$ cat src/rtl/ssd_scan_controller_if.sv
// Load handshake between a display-value producer and the scan controller.
interface ssd_scan_controller_if;
   logic        load_valid;
   logic [15:0] load_data;
   logic        load_ready;

   modport master (output load_valid, output load_data, input load_ready);
   modport slave  (input load_valid, input load_data, output load_ready);
endinterface

$ cat src/rtl/ssd_scan_controller.sv
// Four-digit seven-segment scan sequencer with blanking between digits and
// frame-synchronous, tear-free commit of newly loaded display values.
module ssd_scan_controller #(
   parameter int DIV          = 50000,
   parameter int BLANK_CYCLES = 64,
   parameter int CNT_W        = 16
) (
   input  logic                 clk,
   input  logic                 reset,
   input  logic                 enable,
   ssd_scan_controller_if.slave load_if,
   output logic [15:0]          disp_value,
   output logic                 S0,
   output logic                 S1,
   output logic [3:0]           AN,
   output logic                 frame_done
);

   typedef enum logic [1:0] {IDLE, BLANK, SHOW} state_t;

   localparam logic [CNT_W-1:0] C_BLANK_LAST = CNT_W'(BLANK_CYCLES - 1);
   localparam logic [CNT_W-1:0] C_SHOW_LAST  = CNT_W'(DIV - 1);

   state_t           r_state;
   logic [CNT_W-1:0] r_cnt;
   logic [1:0]       r_digit;
   logic [3:0]       r_an;
   logic             r_frame_done;
   logic [15:0]      r_disp;
   logic [15:0]      r_pend_data;
   logic             r_pending;
   logic             r_ready;

   state_t           w_state_nxt;
   logic [CNT_W-1:0] w_cnt_nxt;
   logic [1:0]       w_digit_nxt;
   logic [3:0]       w_an_nxt;
   logic             w_wrap;
   logic             w_capture;
   logic             w_commit;

   // NOTE: every signal gets a default before the case so no path leaves it unassigned (no latch).
   always_comb begin
      w_state_nxt = r_state;
      w_cnt_nxt   = r_cnt;
      w_digit_nxt = r_digit;
      w_wrap      = 1'b0;
      unique case (r_state)
         IDLE: begin
            w_cnt_nxt   = '0;
            w_digit_nxt = 2'd0;
            if (enable) w_state_nxt = BLANK;
         end
         BLANK: begin
            if (!enable) begin
               w_state_nxt = IDLE;
               w_cnt_nxt   = '0;
               w_digit_nxt = 2'd0;
            end else if (r_cnt == C_BLANK_LAST) begin
               w_state_nxt = SHOW;
               w_cnt_nxt   = '0;
            end else begin
               w_cnt_nxt = r_cnt + 1'b1;
            end
         end
         SHOW: begin
            if (!enable) begin
               w_state_nxt = IDLE;
               w_cnt_nxt   = '0;
               w_digit_nxt = 2'd0;
            end else if (r_cnt == C_SHOW_LAST) begin
               w_state_nxt = BLANK;
               w_cnt_nxt   = '0;
               w_digit_nxt = r_digit + 2'd1;
               w_wrap      = (r_digit == 2'd3);
            end else begin
               w_cnt_nxt = r_cnt + 1'b1;
            end
         end
         default: w_state_nxt = IDLE;
      endcase

      w_an_nxt  = (w_state_nxt == SHOW) ? ~(4'b0001 << w_digit_nxt) : 4'b1111;
      w_capture = load_if.load_valid && r_ready;
      // Idle display has no frame to tear, so a pending value commits immediately.
      w_commit  = r_pending && (w_wrap || (r_state == IDLE));
   end

   // NOTE: state registers use non-blocking assignments so every flop samples pre-edge values.
   always_ff @(posedge clk) begin
      if (reset) begin
         r_state      <= IDLE;
         r_cnt        <= '0;
         r_digit      <= 2'd0;
         r_an         <= 4'b1111;
         r_frame_done <= 1'b0;
         r_disp       <= 16'h0000;
         r_pend_data  <= 16'h0000;
         r_pending    <= 1'b0;
         r_ready      <= 1'b1;
      end else begin
         r_state      <= w_state_nxt;
         r_cnt        <= w_cnt_nxt;
         r_digit      <= w_digit_nxt;
         r_an         <= w_an_nxt;
         r_frame_done <= w_wrap;
         if (w_commit) begin
            r_disp    <= r_pend_data;
            r_pending <= 1'b0;
            r_ready   <= 1'b1;
         end
         if (w_capture) begin
            r_pend_data <= load_if.load_data;
            r_pending   <= 1'b1;
            r_ready     <= 1'b0;
         end
      end
   end

   assign load_if.load_ready = r_ready;
   assign disp_value         = r_disp;
   assign S0                 = r_digit[0];
   assign S1                 = r_digit[1];
   assign AN                 = r_an;
   assign frame_done         = r_frame_done;

endmodule

$ cat src/flat_wrapper.sv
// flat-port wrapper written by rule: the top's interface ports become plain ports
module ssd_scan_controller_flat 
#(
   parameter int DIV          = 50000,
   parameter int BLANK_CYCLES = 64,
   parameter int CNT_W        = 16
)
  (clk, reset, enable, disp_value, S0, S1, AN, frame_done, load_if_load_valid, load_if_load_data, load_if_load_ready);
  ssd_scan_controller_if load_if_i ();
  input  logic clk;
  input  logic reset;
  input  logic enable;
  output logic [15:0] disp_value;
  output logic S0;
  output logic S1;
  output logic [3:0] AN;
  output logic frame_done;
  input wire logic [$bits(load_if_i.load_valid)-1:0] load_if_load_valid;
  input wire logic [$bits(load_if_i.load_data)-1:0] load_if_load_data;
  output wire logic [$bits(load_if_i.load_ready)-1:0] load_if_load_ready;
  assign load_if_i.load_valid = load_if_load_valid;
  assign load_if_i.load_data = load_if_load_data;
  assign load_if_load_ready = load_if_i.load_ready;
  ssd_scan_controller #(.DIV(DIV), .BLANK_CYCLES(BLANK_CYCLES), .CNT_W(CNT_W)) u_core (.clk(clk), .reset(reset), .enable(enable), .load_if(load_if_i), .disp_value(disp_value), .S0(S0), .S1(S1), .AN(AN), .frame_done(frame_done));
endmodule
$ cat config.mk
export PLATFORM = sky130hd
export DESIGN_NAME = ssd_scan_controller_flat
export DESIGN_NICKNAME = d
export VERILOG_FILES = /design/src/rtl/ssd_scan_controller_if.sv /design/src/rtl/ssd_scan_controller.sv /design/src/flat_wrapper.sv
export SDC_FILE = /design/constraint.sdc
export NUM_CORES = 1
export LEC_CHECK = 0
export BUFFER_PORTS_ARGS = -buffer_cell sky130_fd_sc_hd__buf_2
export CAP_MARGIN = 15
export CORE_ASPECT_RATIO = 0.6
export CORE_MARGIN = 4
export CORE_UTILIZATION = 50
export CTS_BUF_LIST = sky130_fd_sc_hd__clkbuf_4 sky130_fd_sc_hd__clkbuf_8 sky130_fd_sc_hd__clkbuf_16
export DETAILED_ROUTE_END_ITERATION = 12
export PLACE_DENSITY = 0.7
export SYNTH_ARGS = -nofsm -noshare
export SYNTH_HDL_FRONTEND = slang
export SYNTH_SLANG_ARGS = --single-unit
export TNS_END_PERCENT = 30
$ cat constraint.sdc
create_clock -name clk -period 5.6 [get_ports clk]
set_input_delay 0.56 -clock clk [delete_from_list [all_inputs] [get_ports clk]]
set_output_delay 0.56 -clock clk [all_outputs]
set_load 0.02 [all_outputs]
==> results.sh, run 1 <==
export IMPL_crit_type="reg -> reg"
export IMPL_initial_utilization=0.523
export IMPL_h_tree_depth=3
export IMPL_synthTopCellsByArea="dfxtp_1, mux2i_1, nand2_1"
export IMPL_worstMarginPinSlew_ns=1.03
export IMPL_fin_cells=418
export IMPL_cts_root_buf="clkbuf_8"
export IMPL_post_cts_buffers=0
export IMPL_syn_inst=307
export IMPL_numClockSinks=59
export IMPL_synth_edf_count=0
export IMPL_pin_count=44
export IMPL_dr_pass1_iters=4
export IMPL_cts_resized=0
export IMPL_drc_errors=0
export IMPL_hp_class="reg -> reg"
export IMPL_hold_slack_ns=0.458
export IMPL_vias=2348
export IMPL_critical_path_startpoint_type="flop"
export IMPL_fmax_mhz=384
export IMPL_numPortBuffers=43
export IMPL_setup_viol=0
export IMPL_finalClockSkew_ns=0.0115
export IMPL_clock_path_buffers=2
export IMPL_wl_per_cell_um=14.8
export IMPL_yosysWarnings=0
export IMPL_worst_skew_pair_late_latency_ns=0.33
export IMPL_syn_area_um2=2690
export IMPL_tns_ns=0
export IMPL_gp_congestion=0.793
export IMPL_worstPathArrival_ns=2.76
export IMPL_ys_types=47
export IMPL_first_global_vias=2191
export IMPL_multiInputGateArea_um2=1380
export IMPL_synth_area_per_cell_um2=8.75
export IMPL_powerDensity_nw_per_um2=295
export IMPL_swShare=0.230
export IMPL_seqPwrFrac=0.473
export IMPL_rsz0062_at_grt="false"
export IMPL_synth_top_area_cell="dfxtp_1"
export IMPL_async_reset_ff_frac=0
export IMPL_dp_cells=402
export IMPL_syn_num_nets=333
export IMPL_core_area_um2=5130
export IMPL_period_minus_slack_ns=2.60
export IMPL_combPwrFrac=0.063
export IMPL_maxCapViolations=0
export IMPL_clk_pin_slew_worst_paths_ns=0.07
export IMPL_grt_pass1_wl_um=10300
export IMPL_synth_ff_type="dfxtp_1"
export IMPL_gr_total_overflow=0
export IMPL_hold_buffers=0
export IMPL_leakagePower_uw=0.00121
export IMPL_p_int_uw=711
export IMPL_worst_slew_margin_rel=0.315
export IMPL_cp_data_required_time_ns=5.76
export IMPL_die_w_um=103
export IMPL_drv_slew=0
export IMPL_crit_fanout=13
export IMPL_layout_drive_gt1_share=0.213
export IMPL_finalWirelength_um=6190
export IMPL_nNetsFinal=373
export IMPL_utilization=0.610
export IMPL_post_dp_hpwl_um=4150
export IMPL_cts_buffers=9
export IMPL_hold_viol_final=0
export IMPL_status="complete, no violations"
export IMPL_yosysSeqAreaShare=0.440
export IMPL_switching_power_uw=212
export IMPL_filler_cell_count=444
export IMPL_cts_tree="yes"
export IMPL_yosys_register_bits=59
export IMPL_yosysTopAreaCellShare=0.440
export IMPL_fp_dieArea_um2=6650
export IMPL_antenna_left=0
export IMPL_track_usage=0.195
export IMPL_first_iter_violations=122
export IMPL_endpoint_kind="flop"
export IMPL_grt_max_degree=59
export IMPL_peakVddDrop_uv=162
export IMPL_seqCellArea_um2=1180
export IMPL_power_frac_clock=0.463
export IMPL_std_cell_rows=20
export IMPL_diodes=0
export IMPL_min_period_over_period=0.465
export IMPL_via_per_inst=5.62
export IMPL_antenna_found_initial=0
export IMPL_die_h_um=64.8
export IMPL_area_delta_synth_final_pct=16.5
[registers in the layout (all words and copies together) (netlist names)]
| register | count |
|---|---|
| u_core.r_pend_data | 16 |
| u_core.load_if.load_ready | 1 |
| u_core.frame_done | 1 |
| u_core.r_pending | 1 |
| u_core.disp_value | 16 |
| u_core.AN | 4 |
| u_core.r_cnt | 16 |
| u_core.r_state | 2 |
| u_core.r_digit | 2 |
[cell type report]
| class | instances | area share |
|---|---|---|
| timing repair buffer | 44 | 0.0712 |
| clock inverter | 5 | 0.0248 |
| sequential | 59 | 0.377 |
| multi-input combinational | 220 | 0.440 |
| tap | 66 | 0.0264 |
| inverter | 13 | 0.0156 |
| clock buffer | 11 | 0.0444 |
[through the flow]
| stage | setup slack [ns] | power, µW | instance area (µm²) |
|---|---|---|---|
| final | 3.00 | 924 | 3130 |
| after global routing | 2.78 | 954 | 3130 |
| after CTS | 3.07 | 922 | 3130 |
| after detailed placement | 3.08 | 505 | 2910 |
| after global placement | 3.21 | 504 | 2910 |
| after floorplan | 3.68 | 489 | 2690 |
[logic make-up after synthesis]
| group | share of synthesized area |
|---|---|
| AO/OA/AOI/OAI | 0.132 |
| buffers and inverters | 0.0471 |
| flip-flops | 0.440 |
| adder cells (fa/ha/maj) | 0.0280 |
| multiplexers | 0.0783 |
| XOR/XNOR | 0.00326 |
| AND/OR/NAND/NOR | 0.272 |
[power by group through the flow]
stage | clock network (µW) | registers (µW) | logic, µW
finish | 428 | 437 | 58.5
detailed placement | 0 | 447 | 58.2
floorplan | 0 | 449 | 39.9
CTS | 426 | 437 | 59.0
global placement | 0 | 446 | 57.6
global route | 449 | 439 | 66.3
[placed cells by master, fill, tap and decap left out, drive strengths merged, types with 3 or more instances in the layout]
cell type  instances
a2111oi            6
a21oi             25
a31oi              3
and2               5
and3               6
buf               44
clkbuf            11
dfxtp             59
ha                 6
inv               13
mux2i             21
nand2             47
nand3             15
nand4              6
nor2              25
nor3               9
nor4              12
o211ai             3
o21ai             11
[cells in the mapped netlist (2+ instances only)]
cell type	count
a2111oi_2	2
nor2_1	25
nor3_2	2
and2_1	4
ha_1	6
nor4_1	11
nand4_1	6
dfxtp_1	59
and4b_2	2
o21ai_0	10
nor3_1	7
and3_1	5
a21oi_1	25
clkbuf_1	9
a2111oi_0	3
buf_1	3
mux2i_1	21
a31oi_1	3
nand2b_1	2
nand2_1	47
inv_1	12
o211a_1	2
o211ai_1	3
nand3_1	15
[worst paths after layout]
check | startpoint | to | slack [ns] | cells past startpoint
max | u_core.r_cnt[0]$_SDFFE_PP0N_ | u_core.r_cnt[5]$_SDFFE_PP0N_ | 3.00 | 6
min | u_core.r_pend_data[8]$_SDFFE_PP0P_ | u_core.r_pend_data[8]$_SDFFE_PP0P_ | 0.46 | 2
max reg2reg | u_core.r_cnt[0]$_SDFFE_PP0N_ | u_core.r_cnt[5]$_SDFFE_PP0N_ | 3.00 | 6
min reg2reg | u_core.r_pend_data[8]$_SDFFE_PP0P_ | u_core.r_pend_data[8]$_SDFFE_PP0P_ | 0.46 | 2
[critical path: stages (launching register included)]
cell and delay [ns]:
dfxtp_1 0.40, ha_1 0.25, nand3_1 0.14, nor4_2 0.40, a31oi_1 0.28, nor3_2 0.81, a2111oi_0 0.16
[per-layer routing]
| metal | wire length, µm | vias up | global-route usage |
|---|---|---|---|
| met1 | 3090 | 1080 | 0.285 |
| li1 | - | 1185 | - |
| met2 | 2600 | 81 | 0.274 |
| met5 | 0 | - | 0 |
| met3 | 488 | 2 | 0.0591 |
| met4 | 14 | 0 | 0.0556 |
Note: power is estimated with default switching activity, not from simulation.
==> inputs of run 2 (changes only) <==
==> constraint.sdc (replaced) <==
create_clock -name clk -period 2.5 [get_ports clk]
set_input_delay 0.25 -clock clk [delete_from_list [all_inputs] [get_ports clk]]
set_output_delay 0.25 -clock clk [all_outputs]
set_load 0.02 [all_outputs]
==> run 2 against run 1 <==
Net effect:
- sequential share of layout area is 0.21 points higher
- sequential power is 120% higher
- die area stayed put
- critical path depth is 2 higher
- fmax is 22% higher
- sequential cell count stayed put
- non-clock buffer count is 4 higher
- core utilization is 0.34 points lower
- global-route usage is 0.26 points higher
- clock-buffer cell count stayed put
- hold slack worse by 0.31 ns
- critical path type unchanged
- largest cell class unchanged
- highest routed layer unchanged
==> results.sh, run 2 (synthesis results as in run 1) <==
export IMPL_wl_met2_um=2370
export IMPL_worstPathArrival_ns=2.33
export IMPL_top_layer_used="met4"
export IMPL_worstMarginPinSlew_ns=0.622
export IMPL_seqCellArea_um2=1180
export IMPL_leakagePower_uw=0.00121
export IMPL_period_minus_slack_ns=2.13
export IMPL_peakVddDrop_uv=365
export IMPL_drc_errors=0
export IMPL_post_cts_buffers=0
export IMPL_numPortBuffers=43
export IMPL_cts_buffers=9
export IMPL_crit_type="reg -> reg"
export IMPL_first_iter_violations=154
export IMPL_status="complete, no violations"
export IMPL_core_area_um2=5130
export IMPL_hold_buffers=0
export IMPL_multiInputGateArea_um2=1380
export IMPL_clock_path_buffers=2
export IMPL_nNetsFinal=377
export IMPL_fp_dieArea_um2=6650
export IMPL_min_period_over_period=0.851
export IMPL_gp_congestion=0.810
export IMPL_via_per_inst=5.47
export IMPL_clk_pin_slew_worst_paths_ns=0.06
export IMPL_finalWirelength_um=6060
export IMPL_antenna_found_initial=0
export IMPL_track_usage=0.198
export IMPL_crit_fanout=17
export IMPL_critical_path_startpoint_type="flop"
export IMPL_grt_max_degree=55
export IMPL_diodes=0
export IMPL_worst_skew_pair_late_latency_ns=0.33
export IMPL_powerDensity_nw_per_um2=597
export IMPL_hold_viol_final=0
export IMPL_layout_common_cells="dfxtp_1, nand2_1, buf_2, a21oi_1, nor2_1"
export IMPL_initial_utilization=0.523
export IMPL_utilization=0.607
export IMPL_setup_viol=0
export IMPL_cts_root_buf="clkbuf_8"
export IMPL_antenna_left=0
export IMPL_die_w_um=103
export IMPL_numClockSinks=59
export IMPL_first_global_vias=2118
export IMPL_cts_resized=0
export IMPL_filler_cell_count=467
export IMPL_finalClockSkew_ns=0.00755
export IMPL_drv_slew=0
export IMPL_gr_total_overflow=0
export IMPL_pin_count=44
export IMPL_dr_pass1_iters=7
export IMPL_layout_commonest_cell="dfxtp_1"
export IMPL_maxCapViolations=0
export IMPL_cp_data_required_time_ns=2.70
export IMPL_endpoint_kind="flop"
export IMPL_met1_length_um=3100
export IMPL_post_dp_hpwl_um=4210
export IMPL_met3_length_um=512
export IMPL_std_cell_rows=20
export IMPL_tns_ns=0
export IMPL_grt_pass1_wl_um=10200
export IMPL_rsz0062_at_grt="false"
export IMPL_worst_slew_margin_rel=0.584
export IMPL_layout_drive_gt1_share=0.222
export IMPL_hp_class="in -> reg"
export IMPL_wl_per_cell_um=14.4
export IMPL_area_delta_synth_final_pct=15.9
export IMPL_h_tree_depth=3
export IMPL_fmax_mhz=470
export IMPL_cts_tree="yes"
export IMPL_die_h_um=64.8
export IMPL_vias=2309
==> run 2: cell count changes in the layout (fill, tap and decap cells not counted) <==
cell	before	now
clkinvlp_4	1	2
buf_4	1	5
clkinv_2	2	3
bufinv_16	2	0
==> run 2: final timing paths <==
path	startpoint	end	depth (start not counted)	slack [ns]
min reg2reg	u_core.r_pend_data[3]$_SDFFE_PP0P_	u_core.r_pend_data[3]$_SDFFE_PP0P_	2	0.46
min	load_if_load_data[2]	u_core.r_pend_data[2]$_SDFFE_PP0P_	3	0.15
max	u_core.r_state[0]$_SDFF_PP0_	u_core.disp_value[2]$_SDFFE_PP0P_	8	0.37
max reg2reg	u_core.r_state[0]$_SDFF_PP0_	u_core.disp_value[2]$_SDFFE_PP0P_	8	0.37
==> run 2: through the flow <==
| stage | setup slack, ns | std cells | hold WS [ns] | power, µW | instance area [µm²] |
|---|---|---|---|---|---|
| finish | 0.372 | 422 | 0.150 | 1860 | 3110 |
| global route | 0.196 | 422 | 0.140 | 1950 | 3110 |
| CTS | 0.414 | 422 | 0.127 | 1880 | 3110 |
| detailed placement | 0.425 | 406 | 0.448 | 1130 | 2940 |
| global placement | 0.452 | 406 | 0.445 | 1130 | 2940 |
| floorplan | 0.678 | 307 | 0.386 | 1090 | 2690 |
==> run 2: critical path: stages, from the launching register on <==
cell     delay [ns]
dfxtp_1        0.35
inv_1          0.10
ha_1           0.26
and2_0         0.38
nand3_1        0.18
o21ai_4        0.14
buf_4          0.30
mux2i_1        0.23
nor2_1         0.05
==> run 2: cell type report <==
cell class	instances	share of cell area
clock buffer	11	0.0446
clock inverter	5	0.00965
inverter	13	0.0157
multi-input combinational	220	0.443
sequential	59	0.380
tap	66	0.0265
timing repair buffer	48	0.0812
==> run 2: metal layers <==
metal | global-route usage | up-vias
met4 | 0.0540 | 0
met2 | 0.253 | 85
met3 | 0.0828 | 6
li1 | - | 1186
met1 | 0.296 | 1032
met5 | 0 | -
==> run 2: power breakdown <==
group / leakage (µW) / total [µW] / internal [µW] / switching [µW]
Combinational: 0.000644 / 134 / 50.2 / 83.6
Sequential: 0.000479 / 980 / 965 / 14.6
Clock: 0.0000859 / 745 / 376 / 369
Total: 0.00121 / 1860 / 1390 / 468
==> inputs of run 3 (changes only) <==
--- a/config.mk
+++ b/config.mk
@@ -5,12 +5,11 @@
 export SDC_FILE = /design/constraint.sdc
 export NUM_CORES = 1
 export LEC_CHECK = 0
-export BUFFER_PORTS_ARGS = -buffer_cell sky130_fd_sc_hd__buf_2
+export BUFFER_PORTS_ARGS = -buffer_cell sky130_fd_sc_hd__buf_4
 export CAP_MARGIN = 15
 export CORE_ASPECT_RATIO = 0.6
 export CORE_MARGIN = 4
 export CORE_UTILIZATION = 50
-export CTS_BUF_LIST = sky130_fd_sc_hd__clkbuf_4 sky130_fd_sc_hd__clkbuf_8 sky130_fd_sc_hd__clkbuf_16
 export DETAILED_ROUTE_END_ITERATION = 12
 export PLACE_DENSITY = 0.7
 export SYNTH_ARGS = -nofsm -noshare
==> run 3 against run 2 <==
Net effect:
- clock skew down 0.0020 ns
- global-route usage up 0.39 points
- sequential power about the same
- cell area up 4.7%
- sequential share of layout area down 1.7 points
- cell count unchanged
- clock-buffer cell count unchanged
- wire length up 3.2%
- non-clock buffer count unchanged
- critical endpoint is now u_core.disp_value[14]$_SDFFE_PP0P_
==> results.sh, run 3 (synthesis results as in run 1) <==
export IMPL_layout_common_cells="dfxtp_1, buf_4, nand2_1, a21oi_1, nor2_1"
export IMPL_track_usage=0.201
export IMPL_rsz0062_at_grt="false"
export IMPL_initial_utilization=0.523
export IMPL_antenna_found_initial=0
export IMPL_dp_slack_ns=0.441
export IMPL_cp_data_required_time_ns=2.71
export IMPL_drc_errors=0
export IMPL_hold_viol_final=0
export IMPL_dr_pass1_iters=5
export IMPL_filler_cell_count=431
export IMPL_finalWorstSetupSlack_ns=0.396
export IMPL_worstMarginPinSlew_ns=0.624
export IMPL_drv_slew=0
export IMPL_nNetsFinal=377
export IMPL_antenna_left=0
export IMPL_crit_fanout=17
export IMPL_via_per_inst=5.70
export IMPL_numPortBuffers=43
export IMPL_setup_viol=0
export IMPL_wl_per_cell_um=14.8
export IMPL_worst_skew_pair_late_latency_ns=0.34
export IMPL_hold_buffers=0
export IMPL_crit_family="simple AND/OR/NAND/NOR gates"
export IMPL_numClockSinks=59
export IMPL_cp_buffers_inverters=2
export IMPL_layout_commonest_cell="dfxtp_1"
export IMPL_powerDensity_nw_per_um2=631
export IMPL_worstPathArrival_ns=2.31
export IMPL_std_cell_rows=20
export IMPL_fp_dieArea_um2=6650
export IMPL_gr_total_overflow=0
export IMPL_die_h_um=64.8
export IMPL_worstHoldStart="load_if_load_data[7]"
export IMPL_critical_path_startpoint_type="flop"
export IMPL_grt_max_degree=56
export IMPL_grt_pass1_wl_um=10300
export IMPL_die_w_um=103
export IMPL_pin_count=44
export IMPL_worst_slew_margin_rel=0.583
export IMPL_maxCapViolations=0
export IMPL_finalClockSkew_ns=0.00558
export IMPL_setup_worst_path_start="u_core.r_state[0]$_SDFF_PP0_"
export IMPL_cts_root_buf="clkbuf_8"
export IMPL_gp_congestion=0.883
export IMPL_met1_usage=0.299
export IMPL_peakVddDrop_uv=316
export IMPL_first_global_vias=2135
export IMPL_fmax_mhz=475
export IMPL_post_dp_hpwl_um=4300
export IMPL_clock_path_buffers=2
export IMPL_period_minus_slack_ns=2.10
export IMPL_first_iter_violations=150
export IMPL_r2r_start="u_core.r_state[0]$_SDFF_PP0_"
export IMPL_status="complete, no violations"
export IMPL_finalWirelength_um=6250
export IMPL_cts_resized=0
export IMPL_diodes=0
export IMPL_post_cts_buffers=0
export IMPL_critPathSlowestCell="dfxtp_1"
export IMPL_h_tree_depth=3
export IMPL_tns_ns=0
export IMPL_crit_type="reg -> reg"
export IMPL_clk_pin_slew_worst_paths_ns=0.07
export IMPL_cts_tree="yes"
export IMPL_layout_drive_gt1_share=0.216
export IMPL_hp_class="in -> reg"
export IMPL_core_area_um2=5130
export IMPL_area_delta_synth_final_pct=21.4
export IMPL_cts_buffers=9
export IMPL_max_stage_delay_ns=0.36
export IMPL_gr_usage_met2=0.263
export IMPL_leakagePower_uw=0.00125
export IMPL_grtUsageMet3=0.0839
export IMPL_vias=2404
export IMPL_min_period_over_period=0.841
export IMPL_path_cells="inv_1 -> ha_1 -> and2_0 -> nand3_1 -> o21ai_4 -> buf_4 -> mux2i_1 -> nor2_1"
export IMPL_endpoint_kind="flop"
export IMPL_top_usage_layer="met1"
[run 3: changes by cell type in the layout (fill, tap and decap cells not counted), moves of 2 or more]
cell / before / now
buf_4: 5 / 48
bufinv_16: 0 / 2
clkbuf_4: 2 / 0
buf_2: 43 / 0
clkbuf_1: 0 / 2
[run 3: cell type report]
| type | count | area [µm²] | share of cell area |
|---|---|---|---|
| Multi-Input combinational cell | 220 | 1380 | 0.423 |
| Timing Repair Buffer | 48 | 360 | 0.111 |
| Clock buffer | 11 | 131 | 0.0403 |
| Sequential cell | 59 | 1180 | 0.362 |
| Tap cell | 66 | 82.6 | 0.0253 |
| Inverter | 13 | 48.8 | 0.0150 |
| Clock inverter | 5 | 77.6 | 0.0238 |
[run 3: worst min-delay path, stage by stage]
cell and delay, ns:
buf_4 0.11, nand2_1 0.05, a21oi_1 0.05
[run 3: worst paths after layout]
check | endpoint | cells past startpoint | slack [ns]
hold reg to reg | u_core.r_pend_data[12]$_SDFFE_PP0P_ | 2 | 0.45
setup reg to reg | u_core.disp_value[14]$_SDFFE_PP0P_ | 8 | 0.40
setup / recovery | u_core.disp_value[14]$_SDFFE_PP0P_ | 8 | 0.40
hold / removal | u_core.r_pend_data[7]$_SDFFE_PP0P_ | 3 | 0.15
[run 3: stage by stage]
step	instance area (µm²)	util	power, µW	hold WS (ns)	std cells
global placement	3050	0.595	1140	0.443	406
floorplan	2690	-	1090	0.386	307
CTS	3260	0.635	2070	0.142	422
finish	3260	0.635	2060	0.155	422
detailed placement	3050	0.595	1150	0.448	406
global route	3260	0.635	2150	0.149	422
[run 3: per-layer routing]
layer | wire length [µm] | vias to the layer above
li1 | - | 1188
met1 | 3120 | 1111
met2 | 2460 | 99
met3 | 624 | 6
met4 | 51 | 0
met5 | 0 | -
[run 3: power by group]
group / total (µW) / internal (µW) / switching (µW) / leakage [µW]
Sequential: 981 / 965 / 15.2 / 0.000479
Combinational: 145 / 61.8 / 83.4 / 0.000667
Clock: 932 / 558 / 374 / 0.000103
Total: 2060 / 1590 / 473 / 0.00125
